--- config.mk ---
export PLATFORM = sky130hd
export DESIGN_NAME = pet2001_tap_player_flat
export DESIGN_NICKNAME = d
export VERILOG_FILES = /design/src/rtl/pet2001_tap_pkg.sv /design/src/rtl/pet2001_tap_player_if.sv /design/src/rtl/pet2001_tap_fifo.sv /design/src/rtl/pet2001_tap_player.sv /design/src/flat_wrapper.sv
export SDC_FILE = /design/constraint.sdc
export NUM_CORES = 1
export LEC_CHECK = 0
export CAP_MARGIN = 30
export CORE_MARGIN = 5
export CORE_UTILIZATION = 24
export DETAILED_ROUTE_END_ITERATION = 10
export GPL_ROUTABILITY_DRIVEN = 0
export PLACE_DENSITY = 0.35
export SYNTH_ARGS = -nofsm -noshare
export SYNTH_HDL_FRONTEND = slang
export SYNTH_SLANG_ARGS = --single-unit
export TNS_END_PERCENT = 30
--- constraint.sdc ---
create_clock -name clk -period 6.8 [get_ports clk]
set_input_delay 2.04 -clock clk [delete_from_list [all_inputs] [get_ports clk]]
set_output_delay 2.04 -clock clk [all_outputs]
set_load 0.1 [all_outputs]
--- src/rtl/pet2001_tap_pkg.sv ---
// Shared types and constants for the PET 2001 TAP cassette player.
// Optional macro PET2001_TAP_V1_EN enables version-1 long pulses in the player.
package pet2001_tap_pkg;

    typedef enum logic [2:0] {
        ST_IDLE,
        ST_FETCH,
        ST_EXT0,
        ST_EXT1,
        ST_EXT2,
        ST_HIGH,
        ST_LOW
    } tap_state_e;

    localparam int PULSE_UNIT  = 8;
    localparam int V0_OVERFLOW = 2048;
    localparam int MIN_PULSE   = 2;

    // A zero or one-tick pulse cannot be split into a high and a low phase.
    function automatic logic [23:0] clamp_pulse(input logic [23:0] n);
        return (n < 24'(MIN_PULSE)) ? 24'(MIN_PULSE) : n;
    endfunction

endpackage

--- src/rtl/pet2001_tap_player_if.sv ---
// Byte stream port from the host/SD loader into the TAP player FIFO.
interface pet2001_tap_player_if;
    logic [7:0] tap_data;
    logic       tap_valid;
    logic       tap_ready;

    modport master (output tap_data, output tap_valid, input tap_ready);
    modport slave  (input tap_data, input tap_valid, output tap_ready);
endinterface

--- src/rtl/pet2001_tap_fifo.sv ---
// Synchronous byte FIFO with flush; head byte is readable combinationally.
module pet2001_tap_fifo #(
    parameter int DEPTH = 16,
    parameter int AW    = $clog2(DEPTH)
) (
    input  logic       clk,
    input  logic       reset_n,
    input  logic       flush,
    input  logic       push,
    input  logic [7:0] din,
    input  logic       pop,
    output logic [7:0] dout,
    output logic       full,
    output logic       empty
);

    logic [AW-1:0]           wr_ptr_q, wr_ptr_d;
    logic [AW-1:0]           rd_ptr_q, rd_ptr_d;
    logic [AW:0]             count_q, count_d;
    logic [DEPTH-1:0][7:0]   mem_q, mem_d;
    logic                    wr_en;
    logic                    rd_en;

    assign full  = (count_q == (AW+1)'(DEPTH));
    assign empty = (count_q == '0);
    assign rd_en = pop && !empty;
    // A pop on the same clock frees the slot, so a full FIFO can still take a byte.
    assign wr_en = push && (!full || rd_en);
    assign dout  = mem_q[rd_ptr_q];

    genvar gi;
    generate
        for (gi = 0; gi < DEPTH; gi++) begin : g_mem
            assign mem_d[gi] = (wr_en && (wr_ptr_q == AW'(gi))) ? din : mem_q[gi];
        end
    endgenerate

    always_comb begin
        wr_ptr_d = wr_ptr_q;
        rd_ptr_d = rd_ptr_q;
        count_d  = count_q;
        if (flush) begin
            wr_ptr_d = '0;
            rd_ptr_d = '0;
            count_d  = '0;
        end else begin
            if (wr_en) wr_ptr_d = wr_ptr_q + AW'(1);
            if (rd_en) rd_ptr_d = rd_ptr_q + AW'(1);
            count_d = count_q + (AW+1)'(wr_en) - (AW+1)'(rd_en);
        end
    end

    always_ff @(posedge clk) begin
        mem_q <= mem_d;
    end

    always_ff @(posedge clk) begin
        if (!reset_n) begin
            wr_ptr_q <= '0;
            rd_ptr_q <= '0;
            count_q  <= '0;
        end else begin
            wr_ptr_q <= wr_ptr_d;
            rd_ptr_q <= rd_ptr_d;
            count_q  <= count_d;
        end
    end

endmodule

--- src/rtl/pet2001_tap_player.sv ---
// PET 2001 datasette emulator: replays TAP pulse lengths onto cass_read at ce rate.
// Define PET2001_TAP_V1_EN to decode version-1 zero bytes as 24-bit pulse lengths.
module pet2001_tap_player
    import pet2001_tap_pkg::*;
#(
    parameter int FIFO_DEPTH = 16,
    parameter int CNT_W      = 24
) (
    input  logic                 clk,
    input  logic                 reset_n,
    input  logic                 ce,
    input  logic                 play,
    input  logic                 tap_version,
    pet2001_tap_player_if.slave  tap,
    input  logic                 cass_motor_n,
    output logic                 cass_read,
    output logic                 cass_sense_n,
    output logic                 underrun
);

    localparam logic [CNT_W-1:0] CNT_ONE = CNT_W'(1);

    tap_state_e       state_q, state_d;
    logic [CNT_W-1:0] cnt_q, cnt_d;
    logic [CNT_W-1:0] n_q, n_d;
    logic             cass_read_q, cass_read_d;
    logic             underrun_q, underrun_d;
    logic             started_q, started_d;
    logic             sense_q, sense_d;

    logic             fifo_flush;
    logic             fifo_pop;
    logic             fifo_full;
    logic             fifo_empty;
    logic [7:0]       fifo_dout;
    logic             tick;
    logic             do_fetch;
    logic             start_pulse;
    logic [CNT_W-1:0] new_n;

`ifdef PET2001_TAP_V1_EN
    logic             ver_q, ver_d;
`else
    logic             unused_version;
    assign unused_version = tap_version;
`endif

    assign tap.tap_ready = reset_n && play && !fifo_full;
    assign tick          = ce && !cass_motor_n;
    assign cass_read     = cass_read_q;
    assign cass_sense_n  = sense_q;
    assign underrun      = underrun_q;

    pet2001_tap_fifo #(
        .DEPTH (FIFO_DEPTH)
    ) u_fifo (
        .clk     (clk),
        .reset_n (reset_n),
        .flush   (fifo_flush),
        .push    (tap.tap_valid && tap.tap_ready),
        .din     (tap.tap_data),
        .pop     (fifo_pop),
        .dout    (fifo_dout),
        .full    (fifo_full),
        .empty   (fifo_empty)
    );

    always_comb begin
        state_d     = state_q;
        cnt_d       = cnt_q;
        n_d         = n_q;
        cass_read_d = cass_read_q;
        underrun_d  = underrun_q;
        started_d   = started_q;
        sense_d     = !play;
        fifo_flush  = 1'b0;
        fifo_pop    = 1'b0;
        do_fetch    = 1'b0;
        start_pulse = 1'b0;
        new_n       = '0;
`ifdef PET2001_TAP_V1_EN
        ver_d = (state_q == ST_IDLE) ? tap_version : ver_q;
`endif
        if (!play) begin
            state_d     = ST_IDLE;
            cass_read_d = 1'b0;
            underrun_d  = 1'b0;
            started_d   = 1'b0;
            fifo_flush  = 1'b1;
        end else begin
            case (state_q)
                ST_IDLE:  state_d = ST_FETCH;
                ST_FETCH: do_fetch = tick;
                ST_HIGH: begin
                    if (tick) begin
                        if (cnt_q == '0) begin
                            state_d     = ST_LOW;
                            cass_read_d = 1'b0;
                            cnt_d       = n_q - (n_q >> 1) - CNT_ONE;
                        end else begin
                            cnt_d = cnt_q - CNT_ONE;
                        end
                    end
                end
                // The last LOW tick fetches directly so back-to-back pulses have no gap.
                ST_LOW: begin
                    if (tick) begin
                        if (cnt_q == '0) do_fetch = 1'b1;
                        else             cnt_d    = cnt_q - CNT_ONE;
                    end
                end
`ifdef PET2001_TAP_V1_EN
                ST_EXT0, ST_EXT1, ST_EXT2: begin
                    if (tick) begin
                        if (!fifo_empty) begin
                            fifo_pop = 1'b1;
                            case (state_q)
                                ST_EXT0: begin
                                    n_d[7:0] = fifo_dout;
                                    state_d  = ST_EXT1;
                                end
                                ST_EXT1: begin
                                    n_d[15:8] = fifo_dout;
                                    state_d   = ST_EXT2;
                                end
                                default: begin
                                    start_pulse = 1'b1;
                                    new_n = CNT_W'(clamp_pulse({fifo_dout, n_q[15:0]}));
                                end
                            endcase
                        end else begin
                            underrun_d = 1'b1;
                        end
                    end
                end
`endif
                default: state_d = ST_IDLE;
            endcase

            if (do_fetch) begin
                if (!fifo_empty) begin
                    fifo_pop  = 1'b1;
                    started_d = 1'b1;
                    if (fifo_dout != 8'h00) begin
                        start_pulse = 1'b1;
                        new_n       = CNT_W'(fifo_dout) * CNT_W'(PULSE_UNIT);
                    end
`ifdef PET2001_TAP_V1_EN
                    else if (ver_q) begin
                        state_d = ST_EXT0;
                        n_d     = '0;
                    end
`endif
                    else begin
                        start_pulse = 1'b1;
                        new_n       = CNT_W'(V0_OVERFLOW);
                    end
                end else begin
                    // Before the first byte the loader is still priming; that is not an underrun.
                    state_d = ST_FETCH;
                    if (started_q) underrun_d = 1'b1;
                end
            end

            if (start_pulse) begin
                state_d     = ST_HIGH;
                n_d         = new_n;
                cnt_d       = (new_n >> 1) - CNT_ONE;
                cass_read_d = 1'b1;
            end
        end
    end

    always_ff @(posedge clk) begin
        if (!reset_n) begin
            state_q     <= ST_IDLE;
            cnt_q       <= '0;
            n_q         <= '0;
            cass_read_q <= 1'b0;
            underrun_q  <= 1'b0;
            started_q   <= 1'b0;
            sense_q     <= 1'b1;
`ifdef PET2001_TAP_V1_EN
            ver_q       <= 1'b0;
`endif
        end else begin
            state_q     <= state_d;
            cnt_q       <= cnt_d;
            n_q         <= n_d;
            cass_read_q <= cass_read_d;
            underrun_q  <= underrun_d;
            started_q   <= started_d;
            sense_q     <= sense_d;
`ifdef PET2001_TAP_V1_EN
            ver_q       <= ver_d;
`endif
        end
    end

endmodule
--- src/flat_wrapper.sv ---
// flat-port wrapper written by rule: the top's interface ports become plain ports
module pet2001_tap_player_flat import pet2001_tap_pkg::*;
#(
    parameter int FIFO_DEPTH = 16,
    parameter int CNT_W      = 24
)
  (clk, reset_n, ce, play, tap_version, cass_motor_n, cass_read, cass_sense_n, underrun, tap_tap_data, tap_tap_valid, tap_tap_ready);
  pet2001_tap_player_if tap_i ();
  input  logic clk;
  input  logic reset_n;
  input  logic ce;
  input  logic play;
  input  logic tap_version;
  input  logic cass_motor_n;
  output logic cass_read;
  output logic cass_sense_n;
  output logic underrun;
  input wire logic [$bits(tap_i.tap_data)-1:0] tap_tap_data;
  input wire logic [$bits(tap_i.tap_valid)-1:0] tap_tap_valid;
  output wire logic [$bits(tap_i.tap_ready)-1:0] tap_tap_ready;
  assign tap_i.tap_data = tap_tap_data;
  assign tap_i.tap_valid = tap_tap_valid;
  assign tap_tap_ready = tap_i.tap_ready;
  pet2001_tap_player #(.FIFO_DEPTH(FIFO_DEPTH), .CNT_W(CNT_W)) u_core (.clk(clk), .reset_n(reset_n), .ce(ce), .play(play), .tap_version(tap_version), .tap(tap_i), .cass_motor_n(cass_motor_n), .cass_read(cass_read), .cass_sense_n(cass_sense_n), .underrun(underrun));
endmodule
-- Yosys cells after proc, flatten, opt, wreduce, memory -nomap -nowiden
Index checks and enable logic that the tools add are counted.
W data, S select, Z words.
- $add $sub $neg: 8
- $mul: 0
- divide/modulo/power cells: 0
- order comparisons: 1
- equality and inequality tests: 22
- shift operators: 0
- multiplexer cells: 30
- bitwise logic cells: 3
- reductions and logical operators: 44
- operators by type and width (operator ; number):
    $mux W24 ; 8
    $pmux W24 S2 ; 1
    $sub A24 B1 Y24 const B ; 2
    $bmux W8 S4 ; 1
    $eq A4 B4 Y1 const B ; 8
    $logic_not A24 Y1 ; 1
    $sub A23 B1 Y24 const B ; 1
    $sub A24 B23 Y24 ; 1
    $logic_and A1 B1 Y1 ; 22
    $eq A4 B3 Y1 const B ; 4
    $mux W3 ; 5
    $mux W12 ; 1
    $mux W1 ; 11
    $pmux W3 S3 ; 1
    $add A4 B1 Y4 const B ; 2
    $eq A4 B2 Y1 const B ; 2
    $mux W8 ; 1
    $reduce_bool A8 Y1 ; 1
    $eq A3 B3 Y1 const B ; 2
    $ne A3 B1 Y1 const B ; 2
    $reduce_and A2 Y1 ; 3
    $reduce_and A3 Y1 ; 2
    $reduce_bool A2 Y1 ; 3
    $add A5 B1 Y5 ; 1
    17 further kinds ; 22
- flip-flop bits (word level): 196
- latch bits: 0
- memory bits (writable): 0
- ROM bits: 0
- bits of input ports: 15
- output and inout port bits: 4
- logic and storage cells: 135
- memories kept: 0

-- Logic depth before layout (Yosys ltp)
Gate-level depths: netlist of the first run.
- depth in word-level cells: 12
- depth in mapped cells: 15

-- By module
From an unflattened synthesis of the first run, not the netlist that was laid out.
- cell total of the unflattened synthesis: 699
- area, all modules: 8748.4 um^2
- modules (own cells, without submodules) (module ; times used ; cells each ; area an instance (um^2) ; seq. area each (um^2)):
    pet2001_tap_fifo ; 1 ; 335 ; 5815.6 ; 4103.9
    pet2001_tap_player ; 1 ; 364 ; 2932.8 ; 800.8

-- Worst setup path before layout of the first run
No wires, ideal clock.
- path kind: input -> register
- start: input port play
- end: register u_core.u_fifo.count_q[4]
- setup time: 0.072 ns
- arrival time: 6.212 ns
- required time: 6.728 ns
- setup slack: 0.516 ns
- stages on the path: 14
- buffers on the path: 2
- path through: clkbuf_1 nand2_1 a31oi_1 and2_1 clkbuf_1 inv_1 ha_1 inv_1 ha_1 fa_1 a21oi_1 nor2_1 or3_1 a21oi_1
- longest elaborated chain between the ends: 6
- ends and longest elaborated chain (element ; line ; source):
    start, declared ; flat_wrapper.sv:12 ; input logic play;
    $logic_and A1 B1 Y1 (2 in series) ; pet2001_tap_player.sv:48 ; assign tap.tap_ready = reset_n && play && !fifo_full;
    named net tap_tap_ready ; flat_wrapper.sv:20 ; output wire logic [$bits(tap_i.tap_ready)-1:0] tap_tap_ready;
    $logic_and A1 B1 Y1 ; pet2001_tap_player.sv:60 ; .push (tap.tap_valid && tap.tap_ready),
    $logic_and A1 B1 Y1 ; pet2001_tap_fifo.sv:28 ; assign wr_en = push && (!full || rd_en);
    $add A5 B1 Y5 ; pet2001_tap_fifo.sv:49 ; count_d = count_q + (AW+1)'(wr_en) - (AW+1)'(rd_en);
    $sub A5 B1 Y5 ; pet2001_tap_fifo.sv:49 ;
    end signal, assigned ; pet2001_tap_fifo.sv:65 ; count_q <= count_d;
    end, declared ; pet2001_tap_fifo.sv:19 ; logic [AW:0] count_q, count_d;
The timed path passes the listed nets, and every way through them passes these cells.
A chain may end at the register's enable or synchronous reset.

-- Worst setup path in the final report of the first run
- start: input port play
- end: output port tap_tap_ready
- longest elaborated chain between the ends: 2
- ends and longest elaborated chain (element ; line):
    $logic_and A1 B1 Y1 (2 in series) ; pet2001_tap_player.sv:48
    end, declared ; flat_wrapper.sv:20
No other way between the ends.

==> results of run 1 <==
==> metrics by stage <==
step	setup WS, ns	total power, µW
after floorplan	0.516	1250
after global placement	1.25	1290
after detailed placement	1.20	1290
after CTS	1.19	2300
after global routing	1.19	2350
final	1.25	2270
==> layout make-up <==
cell class              instances  area [µm²]
fillers                      3639       25500
flip-flops and latches        181        4910
multi-input cells             458        3380
well taps                     461         577
clock buffers                  19         433
repair buffers                 38         342
clock inverters                13         159
inverters                      28         105
==> cell families after synthesis <==
kind of cell             count (synthesis)
AND/OR/NAND/NOR                        234
flip-flops                             181
AO/OA/AOI/OAI                          125
buffers and inverters                   62
multiplexers                            45
XOR/XNOR                                27
adder cells (fa/ha/maj)                 27
==> cells in the final DEF, fill, tap and decap left out, types with 3 or more instances in the layout <==
| cell | instances |
|---|---|
| sky130_fd_sc_hd__nor4_1 | 11 |
| sky130_fd_sc_hd__xnor2_1 | 15 |
| sky130_fd_sc_hd__and2_1 | 3 |
| sky130_fd_sc_hd__o21ai_0 | 25 |
| sky130_fd_sc_hd__nand4b_1 | 3 |
| sky130_fd_sc_hd__a211oi_1 | 14 |
| sky130_fd_sc_hd__o31ai_1 | 3 |
| sky130_fd_sc_hd__nand4_1 | 8 |
| sky130_fd_sc_hd__mux2i_1 | 17 |
| sky130_fd_sc_hd__mux4_2 | 27 |
| sky130_fd_sc_hd__buf_4 | 20 |
| sky130_fd_sc_hd__clkdlybuf4s50_1 | 16 |
| sky130_fd_sc_hd__dfxtp_1 | 52 |
| sky130_fd_sc_hd__o21bai_1 | 4 |
| sky130_fd_sc_hd__nor2b_1 | 7 |
| sky130_fd_sc_hd__nand2b_1 | 3 |
| sky130_fd_sc_hd__nor3_1 | 24 |
| sky130_fd_sc_hd__o21a_1 | 3 |
| sky130_fd_sc_hd__clkinv_4 | 3 |
| sky130_fd_sc_hd__clkbuf_16 | 17 |
| sky130_fd_sc_hd__ha_1 | 25 |
| sky130_fd_sc_hd__a21o_1 | 3 |
| sky130_fd_sc_hd__or3_1 | 6 |
| sky130_fd_sc_hd__inv_8 | 4 |
| sky130_fd_sc_hd__nand3_1 | 16 |
| sky130_fd_sc_hd__a22oi_1 | 8 |
| sky130_fd_sc_hd__a31oi_1 | 7 |
| sky130_fd_sc_hd__or4_1 | 4 |
| sky130_fd_sc_hd__inv_1 | 27 |
| sky130_fd_sc_hd__a221oi_1 | 5 |
| sky130_fd_sc_hd__nand2_1 | 44 |
| sky130_fd_sc_hd__nor2_1 | 80 |
| sky130_fd_sc_hd__o22ai_1 | 3 |
| sky130_fd_sc_hd__and3_1 | 8 |
| sky130_fd_sc_hd__edfxtp_1 | 128 |
| sky130_fd_sc_hd__a21oi_1 | 29 |
| sky130_fd_sc_hd__xor2_1 | 12 |
==> worst reg2reg max path, stage by stage, from the launching register on <==
cell and delay [ns]:
sky130_fd_sc_hd__dfxtp_1 0.37, sky130_fd_sc_hd__or4_1 0.71, sky130_fd_sc_hd__or4b_4 0.61, sky130_fd_sc_hd__nor4_4 0.36, sky130_fd_sc_hd__o21ai_1 0.12, sky130_fd_sc_hd__inv_1 0.25
sky130_fd_sc_hd__ha_1 0.16, sky130_fd_sc_hd__inv_1 0.03, sky130_fd_sc_hd__ha_1 0.19, sky130_fd_sc_hd__fa_1 0.41, sky130_fd_sc_hd__a21oi_1 0.18, sky130_fd_sc_hd__nor2_1 0.07
sky130_fd_sc_hd__or3_1 0.34, sky130_fd_sc_hd__a21oi_1 0.15
==> power by group through the flow <==
| stage | clock network [µW] | registers [µW] | logic, µW |
|---|---|---|---|
| after detailed placement | 0 | 1210 | 79.7 |
| after CTS | 1040 | 1180 | 80.1 |
| after floorplan | 0 | 1210 | 40.5 |
| final | 1000 | 1180 | 79.1 |
| after global routing | 1080 | 1180 | 86.2 |
| after global placement | 0 | 1210 | 78.0 |
==> worst paths after layout <==
path	to	cells past startpoint	from	slack [ns]
max	tap_tap_ready	4	play	1.25
min	u_core.cnt_q[19]$_SDFFE_PN0P_	2	u_core.cnt_q[19]$_SDFFE_PN0P_	0.47
max reg2reg	u_core.u_fifo.count_q[4]$_SDFF_PN0_	13	u_core.cnt_q[2]$_SDFFE_PN0P_	2.79
min reg2reg	u_core.cnt_q[19]$_SDFFE_PN0P_	2	u_core.cnt_q[19]$_SDFFE_PN0P_	0.47
==> per-layer routing <==
layer / vias to the layer above / GRT usage
met5: - / 0
met4: 0 / 0.0284
met3: 13 / 0.0205
met2: 95 / 0.203
met1: 2834 / 0.156
li1: 2699 / -
==> Yosys cell counts (4+ instances only) <==
cell type                    n  area share
sky130_fd_sc_hd__nor4_1     11      0.0080
sky130_fd_sc_hd__mux4_2     27       0.071
sky130_fd_sc_hd__xnor2_1    15       0.015
sky130_fd_sc_hd__o21bai_1    4      0.0035
sky130_fd_sc_hd__mux2i_1    17       0.020
sky130_fd_sc_hd__a221oi_1    5      0.0051
sky130_fd_sc_hd__dfxtp_1    53        0.12
sky130_fd_sc_hd__or4_1       4      0.0035
sky130_fd_sc_hd__a31oi_1     7      0.0051
sky130_fd_sc_hd__clkbuf_1   18      0.0079
sky130_fd_sc_hd__o21ai_0    25       0.015
sky130_fd_sc_hd__edfxtp_1  128        0.45
sky130_fd_sc_hd__xor2_1     12       0.012
sky130_fd_sc_hd__a21oi_1    29       0.017
sky130_fd_sc_hd__nor2b_1     7      0.0051
sky130_fd_sc_hd__a22oi_1     8      0.0070
sky130_fd_sc_hd__or3_1       6      0.0044
sky130_fd_sc_hd__and3_1      8      0.0058
sky130_fd_sc_hd__a211oi_1   14       0.012
sky130_fd_sc_hd__inv_1      27       0.012
sky130_fd_sc_hd__nand4_1     8      0.0058
sky130_fd_sc_hd__nor3_1     24       0.014
sky130_fd_sc_hd__nand3_1    16      0.0094
sky130_fd_sc_hd__ha_1       25       0.037
sky130_fd_sc_hd__buf_2      10      0.0058
sky130_fd_sc_hd__nand2_1    44       0.019
sky130_fd_sc_hd__nor2_1     80       0.035
==> registers in the layout, indices dropped and copies added, names as in the netlist, 3 cells and up <==
signal	count
u_core.state_q	3
u_core.u_fifo.wr_ptr_q	4
u_core.n_q	9
u_core.cnt_q	24
u_core.u_fifo.count_q	5
u_core.u_fifo.rd_ptr_q	4
u_core.u_fifo.mem_q	128
==> impl.org, run 1 <==
** Outcome
- The flow ran to the end, and the final reports show no timing, DRC or antenna violations.

** Clock network
- Clock-pin slew on the worst setup and hold paths :: 0.07 ns
- The tree is rooted in a sky130_fd_sc_hd__clkbuf_16.
- The H-tree was split into 4 levels.
- TritonCTS built the clock tree.
- Clock latency on the worst-skew pair, taken at its later pin, is 0.44 ns.
- The number of setup buffers added after CTS is 0.
- Number of clock buffers inserted by TritonCTS :: 17
- Max clock buf depth :: 2
- Clk sink count :: 181
- Number of resized instances in the post-cts repair step :: 0
- Hold buffers post-CTS :: 0

** Timing
- The tightest hold path in the finished design has a slack of 0.473 ns.
- Clock skew :: 0.0155 ns
- Headroom to the max-slew limit :: 0.331
- Achievable clock frequency :: 180 MHz
- Setup repair after global routing left no endpoint under its margin.
- Total Neg Setup Slack :: 0 ns
- For the pin with the worst max-slew slack, the measured transition is 1.00 ns.
- Setup violations remaining at the end of the flow were counted as 0.
- Part of the cycle the worst path needs :: 0.817
- Min Tclk post-route :: 5.55 ns
- Fin. max-slew vios :: 0
- Final hold vios :: 0

** Yosys
- Summing every instance area after synthesis gives 8560 µm².
- Post-synth ARST share :: 0
- Dominant combinational cell family by area after synthesis :: simple AND/OR/NAND/NOR gates
- Synth Area in Compound Gates :: 0.0964
- Distinct cell type count of the synthesized netlist :: 70
- Xor and xnor area share after synthesis :: 0.0276
- Post-synthesis simple-gate area fraction :: 0.138
- Number of nets in the synthesized netlist :: 743
- The portion of synthesized area spent on multiplexers is 0.0922.
- The Yosys step of the flow raised 0 warnings.
- In this run, synthesis produced a sequential element count of 181.
- Most used DFF post-synth :: sky130_fd_sc_hd__edfxtp_1
- Gate count after technology mapping :: 701
- Yosys mapped a number of flops with a built-in enable equal to 128.
- Fraction of the yosys area taken by sequential cells :: 0.573
- In this run the mean area of a mapped cell was 12.2 µm².
- Adder-Cell Fraction of Synth Area :: 0.0412

** Global routing
- Initial antenna violation count :: 0
- The first global-routing pass estimated 35300 µm of wire.
- Remaining Overflow, GRT :: 0
- The number of global-route vias before repair is 5798.
- Pin count of the biggest net entering global routing :: 29
- In the global route stage, overall resource usage came out at 0.118.

** Power
- Summed over all cells, the static leakage comes to 0.00322 µW.
- Power density cells :: 229 nW/µm²
- Internal power summed over all cells :: 1730 µW
- Of the total power, registers draw 0.522.
- Largest vdd supply drop :: 192 µV
- Relative contribution of the clock network to total power :: 0.443
- Part of the power in combinational logic :: 0.035
- Of the total power, the share spent switching nets is 0.236.
- In this run the power spent charging and discharging nets is 534 µW.

** Detailed routing
- In the detailed route, the total length drawn on met2 is 11400 µm.
- For this block, the initial DRC count from the detailed router was 292.
- The first detailed-routing pass took 5 iterations.
- In the routed layout, each cell is associated on average with a via count of 4.71.
- The routed design uses 659 µm of met3 wire.
- After detailed routing, the total wire length is 22800 µm.
- The count of nets left with antenna violations once routing finished came out at 0.
- In the final routing, the length of wire on met1 measures 10500 µm.
- The final route contains 5641 vias.
- The highest layer touched by signal routing is met4.
- In the final routed layout, each cell accounts on average for 19.0 µm.
- In the routed design, unresolved DRC markers number 0.

** Worst setup path
- Traced cell by cell, the critical path runs through clkdlybuf4s50_1, nand2_1, a31oi_1, buf_12.
- Critical-path top delay cell :: sky130_fd_sc_hd__clkdlybuf4s50_1
- Crit path capture type :: primary output
- For the worst setup path, the data required time is 4.76 ns.
- Worst EP arrival :: 3.51 ns
- In this design, the stage delay of the slowest critical-path cell is 0.80 ns.
- In this run the worst path has a maximum fanout of 9.
- Critical path startpoint category :: input pin
- The worst setup path is of the input pin to primary output kind.
- Broken down by cell family, the worst path's largest delay share belongs to buffers and inverters.
- The number of buffers and inverters on the critical path is 2.

** Finish
- P&R area growth vs syn :: 15.7%
- For this run, the post-layout net count is 766.
- At the end of the flow the core is filled with cells to 0.280.
- Non-filler cells, final :: 1198
- Number of antenna repair diodes :: 0
- Area of all placed cells without fillers :: 9910 µm²
- Fraction of final layout cells sized beyond drive strength 1 :: 0.126

** Place
- Number of placed instances with taps included :: 1165
- Post-DP Area :: 9300 µm²
- Input and output buffers added on the ports amount to 17.
- Estimated wirelength of the detail-placed design :: 15900 µm

** Die
- Overall die width :: 199 µm
- Die Height :: 199 µm
- FP Rows :: 69
- 19 I/O pins were placed.
- The region available for standard cell placement spans 35400 µm².
- For this configuration, the core starts out at a cell density of 0.242.
- The die covers 39600 µm².

** Hold path
- In this run the worst hold path is classified as flop to flop.

** Job
- The tool flagged a number of max-cap violations equal to 0.
(Power assumes the default switching activity.)
==> run 2, diff against run 1 <==
Clock period 6.8 ns to 5.64 ns, I/O delays scaled along.
==> impl.org, run 2 (synthesis gave the netlist of run 1 again) <==
** Worst setup path
- The worst endpoint data arrival time is 5.07 ns (+1.56 ns).
- CP Max Fanout :: 16 (+7)
- The critical path in this run is classified as input pin to flop.
- STA classifies the critical path endpoint as a flop.
- Required @ worst endpoint :: 6.00 ns (+1.24 ns)
- The worst setup path is launched from an input pin.

** Global routing
- The total overflow reported by the global router is 0 (unchanged).
- Pin count of the biggest net entering global routing :: 31 (+6.9%)
- The number of global-route vias before repair came to 5719 (-1.4%).
- The number of antenna violations at the first check in global routing was 0 (unchanged).
- Wire length of the first global-routing pass :: 34800 µm (-1.4%)
- The total global-route track usage was 0.117 (-0.00112).

** Outcome
- Outcome :: complete, no violations

** Place
- The HPWL after detailed placement was 15700 µm (-1.7%).
- The quantity of I/O buffers inserted on ports was 17 (unchanged).
- The worst slack at placement is 0.508 ns (-0.691 ns).

** Detailed routing
- Remaining DRCs :: 0 (unchanged)
- The routed wire length is 22800 µm (+0.10%).
- The per-cell routed wire length was 18.9 µm (-0.56%).
- The number of nets with antenna violations after routing was 0 (unchanged).
- DRT iter0 DRCs :: 284 (-2.7%)
- Via-to-Cell Ratio :: 4.72 (+0.27%)
- The detailed-routing iteration count for the pre-antenna-repair pass came to 5 (unchanged).
- The count of vias placed by the detailed router is 5694 (+0.94%).

** Timing
- The final number of setup-violating endpoints is 0 (unchanged).
- Setup repair after global routing left no endpoint under its margin.
- The max-slew violation count is 0 (unchanged).
- The final hold violation count came to 0 (unchanged).
- The post-layout worst setup margin is 0.927 ns (-0.318 ns).
- In the finished design, the share of the clock period the worst path needs comes to 0.836.
- The tightest slew margin relative to the limit came to 0.346 (+0.0147).
- Total Neg Setup Slack :: 0 ns (unchanged)
- The worst clock skew is 0.0128 ns (-0.00270 ns).
- Transition time at the pin with the least slew margin :: 0.978 ns (-0.0220 ns)
- Subtracting the final worst setup slack from the clock period gives 4.71 ns.
- Timing would allow up to 212 MHz.

** Die
- Die Height :: 199 µm (unchanged)
- The horizontal extent of the die came to 199 µm (unchanged).
- Placeable core region :: 35400 µm² (unchanged)
- The number of top-level pins was 19 (unchanged).
- The initial core utilization came to 0.242 (unchanged).
- The overall die area was 39600 µm² (unchanged).
- The site row count is 69 (unchanged).

** Finish
- In the layout the commonest cells are sky130_fd_sc_hd__edfxtp_1 (128), sky130_fd_sc_hd__nor2_1 (80), sky130_fd_sc_hd__dfxtp_1 (52).
- Max reg flops :: 128 (unchanged)
- Post-Route Utilization :: 0.282 (+0.00216)
- The count of nets after finishing came to 774 (+1.0%).
- Number of antenna repair diodes :: 0 (unchanged)
- Registers with the most flip-flops :: u_core.u_fifo.mem_q (128), u_core.cnt_q (24), u_core.n_q (9)
- The ratio of cells with drive above 1 in the final layout came to 0.138 (+0.0121).
- From synthesis to final layout, the design area changed by 16.6%.
- Largest register by flop count :: u_core.u_fifo.mem_q
- Leaving out fill and tap cells, the most frequent cell in the layout is sky130_fd_sc_hd__edfxtp_1.

** Clock network
- Hold buffers post-CTS :: 0 (unchanged)
- The number of cells upsized or downsized after cts came to 0 (unchanged).
- TritonCTS built the clock tree.
- Number of clock buffers inserted by TritonCTS :: 17 (unchanged)
- The clock-pin transition on the worst setup and hold timing paths came to 0.08 ns (about the same).
- Max clock buf depth :: 2 (unchanged)
- The clock latency reported for the late side of the worst-skew pair came to 0.44 ns (about the same).
- The tree is rooted in a sky130_fd_sc_hd__clkbuf_16.
- H-Tree Depth :: 4 (unchanged)
- The number of buffers inserted to repair setup after CTS is 0 (unchanged).
- The clock net sink count came to 181 (unchanged).

** Job
- The number of max-cap violations came to 0 (unchanged).

** Power
- Static leakage :: 0.00327 µW (+1.5%)
- The total power per unit cell area is 277 nW/µm² (+21%).
- The worst ir drop on vdd came to 195 µV (+1.8%).
- Power, Total :: 2760 µW (+22%)

** Hold path
- Path category of the worst min-delay check :: flop to flop
[run 2: cell count changes in the layout (fill, tap and decap cells not counted), sizes merged]
cell / change
buf: +8
clkinv: -1
inv: +1
[run 2: layout make-up]
type | instances | area, µm²
repair buffers | 46 | 402
well taps | 461 | 577
fillers | 3623 | 25400
clock buffers | 19 | 443
clock inverters | 13 | 159
multi-input cells | 458 | 3390
inverters | 28 | 105
flip-flops and latches | 181 | 4910
[run 2: through the flow]
step / area [µm²] / instances / hold WS [ns]
2_1_floorplan: 8570 / 701 / 0.440
3_3_place_gp: 9300 / 1164 / 0.455
3_5_place_dp: 9380 / 1174 / 0.459
4_1_cts: 9980 / 1206 / 0.478
5_1_grt: 9980 / 1206 / 0.504
6_report: 9980 / 1206 / 0.475
[run 2: final timing paths]
path	from	end	slack (ns)	cells past startpoint
worst max-delay path	ce	u_core.u_fifo.count_q[4]$_SDFF_PN0_	0.93	15
worst min-delay path	u_core.started_q$_SDFFE_PN0N_	u_core.started_q$_SDFFE_PN0N_	0.47	2
worst max register to register	u_core.cnt_q[16]$_SDFFE_PN0P_	u_core.u_fifo.count_q[4]$_SDFF_PN0_	1.42	14
worst min register to register	u_core.started_q$_SDFFE_PN0N_	u_core.started_q$_SDFFE_PN0N_	0.47	2
[run 2: worst max-delay path, cell delays in order]
cell and delay (ns):
sky130_fd_sc_hd__clkdlybuf4s50_1 0.44, sky130_fd_sc_hd__nor2b_1 0.43, sky130_fd_sc_hd__nand3_1 0.20, sky130_fd_sc_hd__nor4_4 0.21
sky130_fd_sc_hd__o21ai_1 0.09, sky130_fd_sc_hd__buf_4 0.20, sky130_fd_sc_hd__inv_1 0.23, sky130_fd_sc_hd__ha_1 0.17
sky130_fd_sc_hd__inv_1 0.04, sky130_fd_sc_hd__ha_1 0.20, sky130_fd_sc_hd__fa_1 0.42, sky130_fd_sc_hd__a21oi_1 0.17
sky130_fd_sc_hd__nor2_1 0.07, sky130_fd_sc_hd__or3_1 0.35, sky130_fd_sc_hd__a21oi_1 0.16
[run 2: power breakdown]
group	leakage (µW)	internal (µW)	total, µW	switching [µW]
logic	0.00139	31.0	96.9	65.9
clock network	0.000292	647	1240	591
registers	0.00158	1420	1430	2.45
total	0.00327	2100	2760	659
[run 2: layer usage]
| metal | track usage | part of all wire |
|---|---|---|
| met5 | 0 | 0 |
| met4 | 0.0327 | 0.012 |
| met3 | 0.0215 | 0.029 |
| met2 | 0.197 | 0.49 |
| met1 | 0.155 | 0.47 |
